==> config.mk <==
export PLATFORM = sky130hd
export DESIGN_NAME = dmem_lane_sequencer
export DESIGN_NICKNAME = d
export VERILOG_FILES = /design/src/rtl/mips_pkg.sv /design/src/rtl/lane_priority_pick.sv /design/src/rtl/dmem_lane_sequencer.sv
export SDC_FILE = /design/constraint.sdc
export NUM_CORES = 1
export LEC_CHECK = 0
export BUFFER_PORTS_ARGS = -buffer_cell sky130_fd_sc_hd__buf_2
export CAP_MARGIN = 20
export CORE_AREA = 4 4 187 189
export DETAILED_ROUTE_END_ITERATION = 7
export DIE_AREA = 0 0 191 193
export HOLD_SLACK_MARGIN = 0.06
export SETUP_SLACK_MARGIN = 0.4
export SYNTH_ARGS = -nofsm -noshare
export SYNTH_HDL_FRONTEND = slang
export SYNTH_SLANG_ARGS = --single-unit
==> constraint.sdc <==
create_clock -name clk -period 4 [get_ports clk]
set_clock_uncertainty 0.1 [all_clocks]
set_input_delay 0.4 -clock clk [delete_from_list [all_inputs] [get_ports clk]]
set_output_delay 0.4 -clock clk [all_outputs]
set_load 0.01 [all_outputs]
==> src/rtl/mips_pkg.sv <==
// Shared constants and types for the M3 memory-stage lane sequencer.
package mips_pkg;

  localparam int unsigned LANES = 4;
  localparam int unsigned AW    = 32;
  localparam int unsigned DW    = 32;

  typedef enum logic {IDLE, SERVE} state_t;

  typedef logic [LANES-1:0] lane_mask_t;

endpackage

==> src/rtl/lane_priority_pick.sv <==
// Lowest-set-bit picker: one-hot grant, its index, and whether it is the only bit set.
module lane_priority_pick #(
  parameter int unsigned N  = 4,
  parameter int unsigned IW = (N > 1) ? $clog2(N) : 1
) (
  input  logic [N-1:0]  mask,
  output logic [N-1:0]  grant,
  output logic [IW-1:0] idx,
  output logic          last
);

  logic found;

  always_comb begin
    grant = '0;
    idx   = '0;
    found = 1'b0;
    for (int unsigned i = 0; i < N; i++) begin
      if (mask[i] && !found) begin
        grant[i] = 1'b1;
        idx      = IW'(i);
        found    = 1'b1;
      end
    end
    last = found && ((mask & ~grant) == '0);
  end

endmodule

==> src/rtl/dmem_lane_sequencer.sv <==
// Serializes the M3 loads/stores of a four-issue bundle onto the single data
// memory port in lane order, stalling the pipeline while more than one remains.
module dmem_lane_sequencer
  import mips_pkg::*;
#(
  parameter int unsigned LANES = mips_pkg::LANES,
  parameter int unsigned AW    = mips_pkg::AW,
  parameter int unsigned DW    = mips_pkg::DW
) (
  input  logic                clk,
  input  logic                reset,
  input  logic [LANES-1:0]    memreqM3,
  input  logic [LANES-1:0]    memwriteM3,
  input  logic [LANES*AW-1:0] aluoutM3,
  input  logic [LANES*DW-1:0] writedataM3,
  input  logic                flushM3,
  output logic                we3,
  output logic [AW-1:0]       dataadrM3,
  output logic [DW-1:0]       writedata2M3,
  input  logic [DW-1:0]       readdata,
  output logic [LANES*DW-1:0] readdataM3,
  output logic                stallM3
);

  localparam int unsigned IW = (LANES > 1) ? $clog2(LANES) : 1;

  state_t           state;
  logic [LANES-1:0] pending;
  logic [LANES-1:0] src;
  logic [LANES-1:0] grant;
  logic [IW-1:0]    idx;
  logic             last;
  logic             any;
  logic [DW-1:0]    cap [LANES];

  // Reset masks the source so the port is quiet during the reset cycle itself.
  always_comb begin
    src = '0;
    if (!reset) src = (state == IDLE) ? memreqM3 : pending;
  end

  lane_priority_pick #(.N(LANES), .IW(IW)) u_pick (
    .mask  (src),
    .grant (grant),
    .idx   (idx),
    .last  (last)
  );

  always_comb begin
    any          = |src;
    we3          = any & memwriteM3[idx] & ~flushM3;
    dataadrM3    = any ? aluoutM3[AW*idx +: AW] : '0;
    writedata2M3 = any ? writedataM3[DW*idx +: DW] : '0;
    stallM3      = any & ~last & ~flushM3;
  end

  always_comb begin
    readdataM3 = '0;
    for (int unsigned k = 0; k < LANES; k++) begin
      readdataM3[DW*k +: DW] = grant[k] ? readdata : cap[k];
    end
  end

  always_ff @(posedge clk) begin
    if (reset) begin
      state   <= IDLE;
      pending <= '0;
      for (int unsigned k = 0; k < LANES; k++) cap[k] <= '0;
    end else begin
      for (int unsigned k = 0; k < LANES; k++) begin
        if (grant[k] && !memwriteM3[k] && !flushM3) cap[k] <= readdata;
      end
      // stallM3 already folds in flush, so a low stall always means bundle done.
      if (stallM3) begin
        state   <= SERVE;
        pending <= src & ~grant;
      end else begin
        state   <= IDLE;
        pending <= '0;
      end
    end
  end

endmodule

==> results.txt <==
The register clock-pin slew on the reported worst setup and hold paths is 0.06 ns. The internal power component is 2940 uW. The number of clock sinks seen by CTS is 132. The detailed-route vias per instance came out at 4.69. The share of the clock period used by the worst path after layout is 84.9%. The run finished with clean final reports.

The transition time at the pin with the least slew margin is 0.948 ns. The leakage power total came out at 0.00571 uW. The worst register-to-register path ends at cap[3][23]. The final net count came out at 1518. Setup repair after global routing left no endpoint under its margin. The quantity of hold-fixing buffers added after cts is 0. After technology mapping, the gate count stands at 750.

The number of cells on the worst reg-to-reg path is 5. The critical path goes through nor3_2 -> nor3_4 -> nor2_4 -> buf_4 -> a22oi_1 -> o21ai_1 -> buf_2. TritonCTS built the clock tree. The tree is rooted in a sky130_fd_sc_hd__clkbuf_16. The worst hold path terminates at pending[1]. The final weighted congestion in routability-driven placement is 0.867. The detailed placer's ending HPWL is 25400 um. The number of nets in the synthesized netlist is 1049.

The most used flip-flop cell after synthesis is sky130_fd_sc_hd__edfxtp_1. The die is 191 um wide. The floorplan core area came out at 33300 um2.

The clock tree synthesis step divided the H-tree into 4 levels. For this design the ratio of total power to cell area is 346 nW/um2. The total global routing overflow is 0.

The switching share of total power came out at 27.7%. In this run the register-to-register setup slack is 1.19 ns. The worst setup path is launched from a flop.

The I/O pin total is 493. Setup violations remaining at the end of the flow were counted as 0. The final routed wire length divided by cell count is 20.2 um. The vertical extent of the die is 193 um. The class of the most critical hold timing path is in2reg. The residual DRC count came out at 0. After detailed routing, the total wire length is 34100 um. The worst stage delay on the critical path is 0.56 ns. Timing would allow up to 0.295 GHz. The number of DRC markers in iteration 0 is 379.

Among all stages on the critical path, the largest delay is contributed by sky130_fd_sc_hd__a22oi_1. The count of buffers added by post-CTS timing repair for setup came out at 0. The maximum number of pins on one net before global-route repair came out at 59.

The worst setup path is of the reg2out kind. The hold violation count in the final report came to 0. The total power of the final layout came out at 4070 uW.

Adding up every negative setup slack in the final design gives 0 ns. The maximum count of clock buffers along a single path came out at 2. The synthesized area per cell came out at 11.0 um2. The number of global-route vias before repair came out at 7725.

The number of antenna violations at the first check in global routing is 5. The worst register-to-register path begins at state. The later pin in the worst-skew pair is clocked with a latency of 0.43 ns. The final-report max-slew violation count came out at 0.

The post-route minimum period came out at 3.40 ns. The max-cap check violation count is 0. The number of synthesized flops with an enable pin is 128. The switching power total came out at 1130 uW. The endpoint required time on the critical path came out at 3.50 ns.

The fraction of registers with async set/reset came out at 0%. The post-synthesis cell type count is 36. The clock network power share is 38.3%. The global-route usage over all layers is 17.2%.

The critical path arrival came out at 2.90 ns. The share of post-route cells with drive strength above 1 is 52.9%. Counting flops and latches in the post-synthesis netlist gives 132. The count of synthesis-stage warnings from yosys is 0.

The area of the die is 36900 um2. In the layout the commonest cells are sky130_fd_sc_hd__buf_2, sky130_fd_sc_hd__and2_1, sky130_fd_sc_hd__edfxtp_1. The first global-routing pass estimated 48100 um of wire. The number of input and output port buffers inserted is 492. Once the floorplan was initialized, standard cells occupied 24.9% of the core. The post-cts repair resize count is 0. The worst setup path is captured at a primary output. The total number of vias is 7894.

The sequential share of power came out at 39.4%. The proportion of power drawn by combinational gates is 22.3%. The part of the Yosys area used for sequential elements is 47.4%. The count of cells along the worst hold path came out at 2. The number of routed nets with antenna violations is 0. The total clock buffers created by CTS came out at 17. Compared with the post-synthesis result, the final layout area differs by 42.1%. The netlist area before placement is 8280 um2. The library cell used most frequently in the layout, excluding fill and tap cells, is sky130_fd_sc_hd__buf_2.

The worst hold path begins at memreqM3[1]. The relative slew slack came out at 36.8%. In this run the worst path has a maximum fanout of 58. The number of detailed-route iterations in the first pass came out at 5. The layout has 3378 filler cells.

The number of core rows is 67. The largest voltage drop on the vdd net came out at 0.297 mV.
[cells in the mapped netlist, types with 2 or more instances]
cell type,instances,area share [%]
sky130_fd_sc_hd__a211oi_1,3,0.27
sky130_fd_sc_hd__a22oi_1,63,5.7
sky130_fd_sc_hd__and2_1,129,9.7
sky130_fd_sc_hd__buf_2,21,1.3
sky130_fd_sc_hd__buf_4,9,0.82
sky130_fd_sc_hd__buf_6,4,0.54
sky130_fd_sc_hd__clkbuf_1,26,1.2
sky130_fd_sc_hd__dfxtp_1,4,0.97
sky130_fd_sc_hd__edfxtp_1,128,46
sky130_fd_sc_hd__inv_1,2,0.091
sky130_fd_sc_hd__mux2_2,98,13
sky130_fd_sc_hd__mux2i_1,66,8.0
sky130_fd_sc_hd__nand2_1,103,4.7
sky130_fd_sc_hd__nor2_1,3,0.14
sky130_fd_sc_hd__nor3_1,2,0.12
sky130_fd_sc_hd__nor3_4,2,0.39
sky130_fd_sc_hd__nor3b_1,2,0.18
sky130_fd_sc_hd__nor4_4,2,0.51
sky130_fd_sc_hd__o21ai_0,14,0.85
sky130_fd_sc_hd__o21ai_1,50,3.0
sky130_fd_sc_hd__or2_2,4,0.30
[layout make-up]
cell class,count,area (um2),area share [%]
clock inverter,12,139,1.18
tap,448,561,4.76
antenna,3,7.51,0.0638
clock buffer,19,433,3.68
multi-input combinational,555,4060,34.5
inverter,2,7.51,0.0638
timing repair buffer,511,2640,22.4
sequential,132,3920,33.3
[flip-flops by register name, summed over array words and instances, names as in the netlist]
| register | count |
|---|---|
| cap | 128 |
| pending | 3 |
| state | 1 |
[how the worst max path moves through the flow]
| stage | slack [ns] | endpoint | cells past startpoint | startpoint |
|---|---|---|---|---|
| 6_report | 0.60 | dataadrM3[28] | 7 | state |
| 5_1_grt | 0.47 | writedata2M3[14] | 7 | state |
| 4_1_cts | 0.58 | dataadrM3[7] | 5 | state |
| 3_5_place_dp | 0.98 | dataadrM3[28] | 8 | reset |
| 3_3_place_gp | 1.0 | dataadrM3[20] | 8 | reset |
| 2_1_floorplan | 1.78 | cap[3][0] | 5 | reset |
[cells by family after synthesis]
| family | count (synthesis) | synth area share (%) |
|---|---|---|
| mux | 164 | 21.3 |
| compound gates | 135 | 10.3 |
| simple gates | 256 | 17.1 |
| buf+inv | 63 | 3.94 |
| flops | 132 | 47.4 |
[worst max-delay path: cells and delay by family (launching register included)]
kind	cells	cell delay, ns
compound gates	2	0.72
buf+inv	2	0.52
flops	1	0.52
simple gates	3	0.67
[stage by stage]
stage | setup WS [ns] | hold WS (ns) | util, % | cell area (um2) | std cells
after detailed placement | 0.977 | 0.618 | 33.6 | 11200 | 1647
final | 0.605 | 0.185 | 35.4 | 11800 | 1682
after global routing | 0.473 | 0.162 | 35.4 | 11800 | 1681
after global placement | 0.996 | 0.613 | 33.6 | 11200 | 1647
after CTS | 0.576 | 0.152 | 35.3 | 11700 | 1678
after floorplan | 1.78 | 0.467 | - | 8280 | 750
[routing by layer]
layer	part of all wire, %	global-route usage [%]	wire length, um
met5	0	0	0
met4	2.9	7.49	1000
met1	41	22.0	14100
met3	7.7	4.16	2620
met2	48	27.9	16300
[power groups by stage]
stage               clock, uW  sequential (uW)  combinational [uW]
floorplan                   0             1630                 440
global placement            0             1630                 901
detailed placement          0             1630                 904
CTS                      1590             1610                 908
global route             1650             1610                 979
finish                   1560             1610                 907
Note: power is estimated with default switching activity, not from simulation.
